==> config.mk <==
export PLATFORM = sky130hd
export DESIGN_NAME = fdc_sd_sector_mover_flat
export DESIGN_NICKNAME = d
export VERILOG_FILES = /design/src/rtl/fdc_sd_sector_mover_if.sv /design/src/rtl/fdc_sd_sector_mover.sv /design/src/flat_wrapper.sv
export SDC_FILE = /design/constraint.sdc
export NUM_CORES = 1
export LEC_CHECK = 0
export ABC_CLOCK_PERIOD_IN_PS = 3070
export BUFFER_PORTS_ARGS = -buffer_cell sky130_fd_sc_hd__buf_4
export CORE_MARGIN = 5
export CORE_UTILIZATION = 49
export DETAILED_ROUTE_END_ITERATION = 8
export GPL_TIMING_DRIVEN = 0
export PLACE_DENSITY = 0.8
export SLEW_MARGIN = 25
export SYNTH_ARGS = -nofsm -noshare
export SYNTH_HDL_FRONTEND = slang
export SYNTH_SLANG_ARGS = --single-unit
==> constraint.sdc <==
create_clock -name clk -period 3.07 [get_ports clk]
set_input_delay 0.4605 -clock clk [delete_from_list [all_inputs] [get_ports clk]]
set_output_delay 0.4605 -clock clk [all_outputs]
set_load 0.02 [all_outputs]
==> src/rtl/fdc_sd_sector_mover_if.sv <==
// Bundle of the FDC request port, SD-card byte-stream port and sector-buffer port A
// seen by the sector mover (master) and by whatever sits around it (slave).
interface fdc_sd_sector_mover_if #(
   parameter int BUF_AW = 10
) ();
   logic              req_rd;
   logic              req_wr;
   logic [31:0]       req_lba;
   logic              req_half;
   logic              busy;
   logic              done;
   logic              err;
   logic              sd_rd;
   logic              sd_wr;
   logic [31:0]       sd_lba;
   logic              sd_busy;
   logic              sd_err;
   logic [7:0]        sd_rd_data;
   logic              sd_rd_strobe;
   logic [7:0]        sd_wr_data;
   logic              sd_wr_strobe;
   logic [BUF_AW-1:0] buf_addr;
   logic [7:0]        buf_din;
   logic              buf_we;
   logic [7:0]        buf_dout;

   modport master (
      input  req_rd, req_wr, req_lba, req_half,
      input  sd_busy, sd_err, sd_rd_data, sd_rd_strobe, sd_wr_strobe,
      input  buf_dout,
      output busy, done, err,
      output sd_rd, sd_wr, sd_lba, sd_wr_data,
      output buf_addr, buf_din, buf_we
   );

   modport slave (
      output req_rd, req_wr, req_lba, req_half,
      output sd_busy, sd_err, sd_rd_data, sd_rd_strobe, sd_wr_strobe,
      output buf_dout,
      input  busy, done, err,
      input  sd_rd, sd_wr, sd_lba, sd_wr_data,
      input  buf_addr, buf_din, buf_we
   );
endinterface

==> src/rtl/fdc_sd_sector_mover.sv <==
// Moves one sector between the SD byte-stream core and one half of the FDC
// ping-pong sector buffer (port A), in either direction.
module fdc_sd_sector_mover #(
   parameter int SECTOR_BYTES = 512,
   parameter int BUF_AW       = 10
) (
   input  logic                    clk,
   input  logic                    reset,
   fdc_sd_sector_mover_if.master   bus
);
   localparam int CNT_W = $clog2(SECTOR_BYTES);
   localparam logic [CNT_W-1:0] CNT_ONE  = 1;
   localparam logic [CNT_W-1:0] CNT_ZERO = '0;

   typedef enum logic [2:0] {
      IDLE, RD_REQ, RD_DATA, WR_PRE1, WR_PRE2, WR_REQ, WR_DATA, FINISH
   } state_t;

   state_t           state, state_nxt;
   logic             accept;
   logic             take;
   logic             xfer_end;
   logic             half_q;
   logic [CNT_W-1:0] cnt, cnt_nxt;
   logic             full, full_nxt;
   logic             vld_p1, vld_p2;
   logic             zero_p1, zero_p2;

   assign accept = (state == IDLE) && (bus.req_rd || bus.req_wr);

   always_ff @(posedge clk) begin
      if (reset) state <= IDLE;
      else       state <= state_nxt;
   end

   // cnt counts modulo SECTOR_BYTES; full marks that the whole sector has gone by
   always_comb begin
      state_nxt = state;
      take      = 1'b0;
      xfer_end  = 1'b0;
      cnt_nxt   = cnt;
      full_nxt  = full;
      case (state)
         IDLE: begin
            if (bus.req_rd)      state_nxt = RD_REQ;
            else if (bus.req_wr) state_nxt = WR_PRE1;
         end
         RD_REQ:  if (bus.sd_busy) state_nxt = RD_DATA;
         RD_DATA: begin
            take = bus.sd_rd_strobe && !full;
            if (!bus.sd_busy) begin
               xfer_end  = 1'b1;
               state_nxt = FINISH;
            end
         end
         WR_PRE1: state_nxt = WR_PRE2;
         WR_PRE2: state_nxt = WR_REQ;
         WR_REQ:  if (bus.sd_busy) state_nxt = WR_DATA;
         WR_DATA: begin
            take = bus.sd_wr_strobe && !full;
            if (!bus.sd_busy) begin
               xfer_end  = 1'b1;
               state_nxt = FINISH;
            end
         end
         FINISH:  state_nxt = IDLE;
         default: state_nxt = IDLE;
      endcase
      if (take) begin
         cnt_nxt = cnt + CNT_ONE;
         if (cnt == '1) full_nxt = 1'b1;
      end
   end

   assign bus.busy  = (state != IDLE) && (state != FINISH);
   assign bus.done  = (state == FINISH);
   assign bus.sd_rd = (state == RD_REQ);
   assign bus.sd_wr = (state == WR_REQ);

   // p0: strobe accepted, next buffer address issued; p1: buffer read; p2: byte to SD
   always_ff @(posedge clk) begin
      if (reset) begin
         cnt            <= '0;
         full           <= 1'b0;
         bus.err        <= 1'b0;
         bus.sd_lba     <= '0;
         bus.sd_wr_data <= '0;
         bus.buf_addr   <= '0;
         bus.buf_din    <= '0;
         bus.buf_we     <= 1'b0;
         vld_p1         <= 1'b0;
         vld_p2         <= 1'b0;
      end else begin
         bus.buf_we <= 1'b0;
         vld_p1     <= 1'b0;
         vld_p2     <= vld_p1;
         if (accept) begin
            bus.sd_lba   <= bus.req_lba;
            bus.buf_addr <= {bus.req_half, CNT_ZERO};
            cnt          <= '0;
            full         <= 1'b0;
            bus.err      <= 1'b0;
         end else begin
            cnt  <= cnt_nxt;
            full <= full_nxt;
         end
         if (state == RD_DATA && take) begin
            bus.buf_addr <= {half_q, cnt};
            bus.buf_din  <= bus.sd_rd_data;
            bus.buf_we   <= 1'b1;
         end
         if (state == WR_DATA && bus.sd_wr_strobe) begin
            vld_p1 <= 1'b1;
            if (!full) bus.buf_addr <= {half_q, cnt + CNT_ONE};
         end
         if (state == WR_PRE2)
            bus.sd_wr_data <= bus.buf_dout;
         else if (vld_p2)
            bus.sd_wr_data <= zero_p2 ? 8'h00 : bus.buf_dout;
         if (xfer_end)
            bus.err <= bus.sd_err || !(full_nxt && (cnt_nxt == '0));
      end
   end

   // Data-only state; qualified by accept / vld_p2 so it needs no reset
   always_ff @(posedge clk) begin
      if (accept) half_q <= bus.req_half;
      if (state == WR_DATA && bus.sd_wr_strobe) zero_p1 <= full || (cnt == '1);
      zero_p2 <= zero_p1;
   end

endmodule

==> src/flat_wrapper.sv <==
// flat-port wrapper written by rule: the top's interface ports become plain ports
module fdc_sd_sector_mover_flat 
#(
   parameter int SECTOR_BYTES = 512,
   parameter int BUF_AW       = 10
)
  (clk, reset, bus_req_rd, bus_req_wr, bus_req_lba, bus_req_half, bus_sd_busy, bus_sd_err, bus_sd_rd_data, bus_sd_rd_strobe, bus_sd_wr_strobe, bus_buf_dout, bus_busy, bus_done, bus_err, bus_sd_rd, bus_sd_wr, bus_sd_lba, bus_sd_wr_data, bus_buf_addr, bus_buf_din, bus_buf_we);
  fdc_sd_sector_mover_if #(.BUF_AW(BUF_AW)) bus_i ();
  input  logic clk;
  input  logic reset;
  input wire logic [$bits(bus_i.req_rd)-1:0] bus_req_rd;
  input wire logic [$bits(bus_i.req_wr)-1:0] bus_req_wr;
  input wire logic [$bits(bus_i.req_lba)-1:0] bus_req_lba;
  input wire logic [$bits(bus_i.req_half)-1:0] bus_req_half;
  input wire logic [$bits(bus_i.sd_busy)-1:0] bus_sd_busy;
  input wire logic [$bits(bus_i.sd_err)-1:0] bus_sd_err;
  input wire logic [$bits(bus_i.sd_rd_data)-1:0] bus_sd_rd_data;
  input wire logic [$bits(bus_i.sd_rd_strobe)-1:0] bus_sd_rd_strobe;
  input wire logic [$bits(bus_i.sd_wr_strobe)-1:0] bus_sd_wr_strobe;
  input wire logic [$bits(bus_i.buf_dout)-1:0] bus_buf_dout;
  output wire logic [$bits(bus_i.busy)-1:0] bus_busy;
  output wire logic [$bits(bus_i.done)-1:0] bus_done;
  output wire logic [$bits(bus_i.err)-1:0] bus_err;
  output wire logic [$bits(bus_i.sd_rd)-1:0] bus_sd_rd;
  output wire logic [$bits(bus_i.sd_wr)-1:0] bus_sd_wr;
  output wire logic [$bits(bus_i.sd_lba)-1:0] bus_sd_lba;
  output wire logic [$bits(bus_i.sd_wr_data)-1:0] bus_sd_wr_data;
  output wire logic [$bits(bus_i.buf_addr)-1:0] bus_buf_addr;
  output wire logic [$bits(bus_i.buf_din)-1:0] bus_buf_din;
  output wire logic [$bits(bus_i.buf_we)-1:0] bus_buf_we;
  assign bus_i.req_rd = bus_req_rd;
  assign bus_i.req_wr = bus_req_wr;
  assign bus_i.req_lba = bus_req_lba;
  assign bus_i.req_half = bus_req_half;
  assign bus_i.sd_busy = bus_sd_busy;
  assign bus_i.sd_err = bus_sd_err;
  assign bus_i.sd_rd_data = bus_sd_rd_data;
  assign bus_i.sd_rd_strobe = bus_sd_rd_strobe;
  assign bus_i.sd_wr_strobe = bus_sd_wr_strobe;
  assign bus_i.buf_dout = bus_buf_dout;
  assign bus_busy = bus_i.busy;
  assign bus_done = bus_i.done;
  assign bus_err = bus_i.err;
  assign bus_sd_rd = bus_i.sd_rd;
  assign bus_sd_wr = bus_i.sd_wr;
  assign bus_sd_lba = bus_i.sd_lba;
  assign bus_sd_wr_data = bus_i.sd_wr_data;
  assign bus_buf_addr = bus_i.buf_addr;
  assign bus_buf_din = bus_i.buf_din;
  assign bus_buf_we = bus_i.buf_we;
  fdc_sd_sector_mover #(.SECTOR_BYTES(SECTOR_BYTES), .BUF_AW(BUF_AW)) u_core (.clk(clk), .reset(reset), .bus(bus_i));
endmodule
; ---- Word-level counts from Yosys, hierarchy flattened
; Index checks and enable logic that the tools add are counted.
[classes]
reduce_logical = 20
n_addsub = 1
n_eq_ne = 13
muxes = 23
[ops]
columns = op, n
row1 = 10-bit 2-to-1 mux, 4
row2 = 8-bit 2-to-1 mux, 3
row3 = 3-bit case mux with 7 select lines, 1
row4 = 3-bit 2-to-1 mux, 5
row5 = "3-bit equality test, second input constant", 4
row6 = "9-bit by 1-bit adder with 9-bit output, second input constant", 1
row7 = "9-bit equality test, second input constant", 1
row8 = 9-bit logical NOT, 1
row9 = 9-bit 2-to-1 mux, 1
row10 = 1-bit 2-to-1 mux, 8
row11 = 1-bit logical AND, 7
row12 = "3-bit by 2-bit equality test with 1-bit output, second input constant", 2
row13 = "2-bit != test, second input constant", 3
row14 = "3-bit != test, second input constant", 2
row15 = 4-bit AND reduction, 1
row16 = 2-bit nonzero test, 2
row17 = 2-bit OR reduction, 2
row18 = "3-bit by 1-bit equality test with 1-bit output, second input constant", 1
row19 = 3-bit logical NOT, 1
row20 = 1-bit logical OR, 3
row21 = 3-bit nonzero test, 1
row22 = 1-bit logical NOT, 2
row23 = 1-bit case mux with 2 select lines, 1
[totals]
output_inout_bits = 64
register_bits = 78
inputBits = 57
elab_cells = 71

; ---- Longest topological paths before layout
; Gate-level depths: netlist of run 1.
[logic_depth]
ltp_word = 9
ltp_mapped = 10
depth_no_buf = 9

; ---- Worst setup path before layout of run 1
; OpenSTA, ideal clock, no wires.
[synth_path]
path_kind = register -> register
start = register u_core.cnt[0]
end = register u_core.bus.err
path_stages_with_launch = 11
required_ns = 2.929
path_slack_ns = 0.621
arrival_time_ns = 2.309
period_less_slack_ns = 2.449
path_buffers = 1
setup_time_ns = 0.141
cell_sequence = dfxtp_1 ha_1 and3_1 clkbuf_1 and3_1 and3_1 ha_1 nor3_1 o21ai_0 a2111oi_2 a41oi_1
[synth_between]
elab_chain_cells = 7
elab_cells_between_ends = 10
[synth_lines]
columns = item, line_no
row1 = "start, declared", fdc_sd_sector_mover.sv:24  ; logic [CNT_W-1:0] cnt, cnt_nxt;
row2 = "start signal, assigned", fdc_sd_sector_mover.sv:104  ; cnt <= cnt_nxt;
row3 = 9-bit by 1-bit adder with 9-bit output / 9-bit equality test (equally long branches), "fdc_sd_sector_mover.sv:70, fdc_sd_sector_mover.sv:71"
row4 = 9-bit 2-to-1 mux / 1-bit 2-to-1 mux (equally long branches), "fdc_sd_sector_mover.sv:69, fdc_sd_sector_mover.sv:71"
row5 = 9-bit logical NOT / 1-bit 2-to-1 mux (equally long branches), "fdc_sd_sector_mover.sv:121, fdc_sd_sector_mover.sv:69"
row6 = 1-bit logical AND (*), fdc_sd_sector_mover.sv:121  ; bus.err <= bus.sd_err || !(full_nxt && (cnt_nxt == '0));
row7 = 1-bit logical NOT (*), fdc_sd_sector_mover.sv:121
row8 = 1-bit logical OR (*), fdc_sd_sector_mover.sv:121
row9 = 1-bit 2-to-1 mux (*), fdc_sd_sector_mover.sv:120  ; if (xfer_end)
row10 = "end signal, assigned", fdc_sd_sector_mover.sv:121
row11 = "end, declared", fdc_sd_sector_mover_if.sv:31  ; output busy, done, err,
; Mark *: on every way between the ends. The rest lies on a longest branch, timed or not.
; A chain may end at the register's enable or synchronous reset.

; ---- Worst setup path in the final report of run 1
; Same ends and word-level chain as after synthesis.

==> results of run 1 <==
-- report_power, final --
part           switching, mW  total [mW]  internal [mW]
Sequential            0.0927        1.26           1.16
Clock                  0.374       0.823          0.449
Combinational          0.723        1.17          0.450
Total                   1.19        3.25           2.06
-- worst max-delay path, cell delays in order, from the launching register on --
cell,delay (ns)
dfxtp_1,0.50
ha_1,0.32
and3_1,0.34
and3_1,0.26
and3_1,0.18
ha_1,0.28
nor3_1,0.14
o21ai_0,0.12
a2111oi_2,0.32
a41oi_1,0.16
-- cell usage in the layout, fill, tap and decap left out, types with 9 or more instances in the layout --
| cell type | Yosys | layout |
|---|---|---|
| nand3_1 | 9 | 9 |
| a22oi_1 | 13 | 13 |
| buf_2 | 10 | 10 |
| clkbuf_8 | 0 | 10 |
| nand2_1 | 99 | 99 |
| nor2_1 | 40 | 40 |
| buf_4 | 1 | 121 |
| dfxtp_1 | 76 | 76 |
| a21oi_1 | 53 | 53 |
| clkbuf_1 | 16 | 16 |
-- sequential cells by signal (all words and copies together), names as in the netlist --
signal and cells:
u_core.state 3, u_core.zero_p2 1, u_core.bus.buf_din 8, u_core.bus.buf_we 1, u_core.half_q 1, u_core.zero_p1 1, u_core.cnt 9, u_core.vld_p2 1
u_core.vld_p1 1, u_core.bus.sd_wr_data 8, u_core.bus.sd_lba 32, u_core.full 1, u_core.bus.buf_addr 10, u_core.bus.err 1
-- stage by stage --
| step | util (%) | cells | hold WS [ns] | total power, mW |
|---|---|---|---|---|
| floorplan | - | 398 | 0.3233 | 1.992 |
| global placement | 66.22 | 595 | 0.3263 | 2.410 |
| detailed placement | 66.22 | 595 | 0.3313 | 2.448 |
| CTS | 69.63 | 611 | 0.2959 | 3.265 |
| global route | 69.57 | 610 | 0.2898 | 3.438 |
| finish | 69.57 | 610 | 0.3085 | 3.253 |
-- logic make-up after synthesis --
family          after synthesis
compound gates               94
xor+xnor                      7
fa+ha+maj                     7
buf+inv                      32
flops                        78
mux                           3
simple gates                177
-- cell type report --
cell class	instances	area, sq um	share of cell area, %
Clock buffer	12	166.4	3.745
Multi-Input combinational cell	288	1514	34.07
Clock inverter	4	51.30	1.155
Sequential cell	78	1582	35.60
Inverter	5	18.77	0.4224
Tap cell	77	96.34	2.168
Buffer	26	113.9	2.563
Timing Repair Buffer	120	900.9	20.28
-- worst max-delay path by stage --
stage | to | depth (start not counted)
after floorplan | u_core.bus.err | 10
after global placement | u_core.bus.err | 10
after detailed placement | u_core.bus.err | 10
after CTS | u_core.bus.err | 10
after global routing | u_core.bus.err | 9
final | u_core.bus.err | 9
-- layer usage --
layer	share of wire, %	GRT usage (%)	vias to the layer above	wire length [um]
li1	-	-	1602	-
met3	7.3	6.529	11	670
met5	0	0	-	0
met1	43	26.74	1478	3950
met2	49	36.60	120	4503
met4	1.1	4.401	0	97
==> results.cfg, run 1 <==
[cts]
clk_pin_slew_ns = 0.08
hold_buffers = 0
cts_setup_buffers = 0
cts_sinks = 78
cts.path.max_buffers = 2
cts_tree = built
cts_made_buffers = 9
cts.repair.resized = 0
clk_latency_ns = 0.34
cts-root-buf = clkbuf_8
htreeDepth = 3

[grt]
grt_pass1_wl_mm = 14.75
grt_max_degree = 14
grt_overflow_total = 0
grt_pass1_vias = 3023
grt.total_usage_pct = 21.42
antenna_found_initial = 0

[placement]
place_ws_ns = 0.2572
place_area_sq_um = 4229
port_buffers = 120
dp_hpwl_mm = 6.911
gp_congestion = 0.9115

[synthesis]
ys_types = 45
synth_top_family_by_area = simple AND/OR/NAND/NOR gates
synth_area_leaders = dfxtp_1 (47%), nand2_1 (11%), a21oi_1 (8.2%)
synth_common_cells = nand2_1 (99), dfxtp_1 (76), a21oi_1 (53), nor2_1 (40), clkbuf_1 (16)
synthesis.nets = 462
synth_edf_count = 2
postSynthAreaPerCell_sq_um = 8.120
synthArstFlopShare_pct = 0
synthSimpleGateAreaFrac_pct = 23.42
synth_area_sq_um = 3232
synth_ff_type = dfxtp_1
synth_top_area_share_pct = 47.08
synthCells = 398
synth-xor-area-share_pct = 1.897
synth.most_common_cell = nand2_1
yosysWarnings = 0
synth_seq_cells = 78
synthAdderAreaFrac_pct = 2.710
synth_compound_area_share_pct = 17.85
ys_seq_area_share_pct = 48.94
synthMuxAreaShare_pct = 0.9679
yosysTopAreaCell = dfxtp_1

[setup_path]
r2r_slack_ns = 0.31
reg2reg_from = u_core.cnt[0]
arrival_ns = 2.96
crit_path_start = u_core.cnt[0]
cp-end-kind = register
cp.required_ns = 3.28
r2r-end = u_core.bus.err
r2r_cells = 9
critPathLaunchType = register
critPathMaxFanout = 8
critPathKind = reg2reg

[floorplan]
rows = 29
die_w_um = 91.22
initial_core_util_pct = 50.61
coreArea_sq_um = 6386
ios = 121
die_h_um = 91.22
dieArea_sq_um = 8320

[run_status]
status = finished clean

[timing]
final_max_slew_viol_count = 0
tns_ns = 0
max_freq_mhz = 362.7
layout_setup_ws_ns = 0.3131
slew-limit-headroom_pct = 42.29
min_period_ns = 2.757
fin_crit_sh_pct = 89.80
hold_viol = 0
setup_viol = 0
worst_pin_slew_ns = 0.8439
skew_ns = 0.009000
rsz0062_at_grt = no

[worst_hold_path]
hold_class = in2reg
worstHoldStart = bus_req_half
hold_end = u_core.half_q
whs_path_depth = 1

[drt]
viasPerCell = 5.264
postRouteAntennaNets = 0
drt_iter0_markers = 169
drc = 0
post_drt_wl_per_cell_um = 15.12
wirelength_mm = 9.221
vias = 3211
drtPass1Iterations = 5

[finish]
syn_to_final_growth_pct = 37.48
nets = 592
drive_gt1_share_pct = 29.27
nFillCells = 535
diodes = 0
postLayoutCellArea_sq_um = 4443

[pwr]
power_leakage_nw = 1.929
cellPowerDensity_nw_per_um2 = 732.1
ir_drop_v = 0.0004900

[job]
drv_cap = 0
No activity file was read; power rests on OpenSTA's default activity.
==> inputs of run 2 (changes only) <==
Settings changed: ABC_CLOCK_PERIOD_IN_PS 3070 to 2900, CORE_UTILIZATION 49 to 50, CTS_BUF_LIST set to sky130_fd_sc_hd__clkbuf_8, PLACE_DENSITY 0.8 to 0.81, TNS_END_PERCENT set to 50.
Clock period 3.07 ns to 2.9 ns, I/O delays scaled along.
==> run 2 against run 1 <==
  * Global-route usage is essentially flat
  * Critical path depth is the same
  * Die area shrank 1.8%
  * Highest routed layer unchanged
==> results.cfg, run 2 (synthesis gave the netlist of run 1 again) <==
[run_status]
status = finished clean

[pwr]
p_comb_share_pct = 36.4
ir_drop_v = 0.0004516
cellPowerDensity_nw_per_um2 = 756.6
clockPowerShare_pct = 23.8
swShare_pct = 36.53
power_leakage_nw = 1.921
design_power_total_mw = 3.350
p_int_mw = 2.126
netSwitchingPower_mw = 1.224
p_seq_share_pct = 39.8

[setup_path]
r2r_cells = 9
critPathMaxFanout = 8
cp-end-kind = register
r2r_slack_ns = 0.28
critPathKind = reg2reg
cp.required_ns = 3.11
arrival_ns = 2.83
critPathLaunchType = register

[grt]
busiest_layer = met2
met1_usage_pct = 26.03
grt_pass1_wl_mm = 14.74
grt.met2_usage_pct = 36.28
grt_overflow_total = 0
antenna_found_initial = 0
grt_max_degree = 14
grt.total_usage_pct = 21.42
grt_pass1_vias = 3103
grtUsageMet3_pct = 7.667

[finish]
final_cell_mix = buf_4 (121), nand2_1 (99), dfxtp_1 (75), a21oi_1 (53), nor2_1 (40)
postLayoutCellArea_sq_um = 4428
syn_to_final_growth_pct = 37.01
multiInputGateArea_sq_um = 1518
nets = 592
seqCellArea_sq_um = 1583
layout_commonest_cell = buf_4
nFillCells = 526
final_util_pct = 70.13
regMostFlops = u_core.bus.sd_lba
largest_register_ffs = 32
diodes = 0
reg_top3 = u_core.bus.sd_lba: 32 flops, u_core.bus.buf_addr: 10 flops, u_core.cnt: 9 flops
drive_gt1_share_pct = 29.83

[timing]
slew-limit-headroom_pct = 51.17
final_max_slew_viol_count = 0
skew_ns = 0.01353
setup_viol = 0
hold_viol = 0
min_period_ns = 2.621
fin_crit_sh_pct = 90.38
hold-worst-slack_ns = 0.2811
max_freq_mhz = 381.5
rsz0062_at_grt = no
layout_setup_ws_ns = 0.2790
worst_pin_slew_ns = 0.7141

[job]
drv_cap = 0

[floorplan]
initial_core_util_pct = 51.19
dieArea_sq_um = 8171
die_h_um = 90.40
rows = 29
coreArea_sq_um = 6314
die_w_um = 90.40
ios = 121

[drt]
vias = 3196
drtPass1Iterations = 5
post_drt_wl_per_cell_um = 14.51
postRouteAntennaNets = 0
drc = 0
drt_iter0_markers = 175
wirelength_mm = 8.851
viasPerCell = 5.239

[placement]
place_ws_ns = -0.003497
gp_congestion = 0.9366
port_buffers = 120
dp_hpwl_mm = 6.700
place_area_sq_um = 4229

[cts]
clk_latency_ns = 0.34
cts_tree = built
cts_made_buffers = 9
clk_pin_slew_ns = 0.08
cts.path.max_buffers = 2
cts_setup_buffers = 0
cts_sinks = 78
cts-root-buf = clkbuf_8
htreeDepth = 3

[worst_hold_path]
hold_class = in2reg
whs_path_depth = 1
-- run 2: cell count changes in the layout (fill, tap and decap cells not counted), sizes merged --
cell,before,now
clkbuf,27,25
clkinv,1,2
inv,6,7
-- run 2: through the flow --
| step | setup TNS (ns) | cells |
|---|---|---|
| after CTS | 0 | 611 |
| after detailed placement | -0.003497 | 595 |
| after global placement | 0 | 595 |
| final | 0 | 610 |
| after floorplan | 0 | 398 |
| after global routing | 0 | 610 |
-- run 2: layout make-up --
cell class | instances | share of cell area [%]
multi-input cells | 288 | 34.28
flip-flops and latches | 78 | 35.74
clock inverters | 6 | 1.356
well taps | 77 | 2.176
plain buffers | 26 | 2.571
repair buffers | 120 | 20.34
clock buffers | 10 | 3.108
inverters | 5 | 0.4238
-- run 2: worst paths after layout --
| check | startpoint | endpoint |
|---|---|---|
| hold / removal | bus_req_half | u_core.half_q |
| hold reg to reg | u_core.zero_p1 | u_core.zero_p2 |
| setup reg to reg | u_core.cnt[1] | u_core.bus.err |
| setup / recovery | u_core.cnt[1] | u_core.bus.err |
-- run 2: repair_timing --
| item | 4_1_cts | 5_1_grt |
|---|---|---|
| hold buffers | 0 | 0 |
| gates resized for setup | 1 | 2 |
| endpoints found under the setup margin | 1 | 1 |
| gates cloned | 0 | 0 |
-- run 2: critical path: stages, from the launching register on --
cell,delay [ns]
dfxtp_1,0.43
ha_2,0.29
and3_2,0.30
and3_1,0.24
and3_1,0.18
ha_1,0.27
nor3_1,0.15
o21ai_0,0.13
a2111oi_2,0.34
a41oi_1,0.17
-- run 2: power groups by stage --
stage / logic (mW) / registers, mW / clock network [mW]
floorplan: 0.611 / 1.50 / 0
global placement: 1.20 / 1.35 / 0
detailed placement: 1.22 / 1.36 / 0
CTS: 1.23 / 1.33 / 0.821
global route: 1.36 / 1.35 / 0.865
finish: 1.22 / 1.33 / 0.798
-- run 2: per-layer routing --
layer  part of all wire (%)  wire, um
met5                      0         0
met4                   0.81        72
met3                    6.8       603
met2                     50      4412
met1                     43      3763
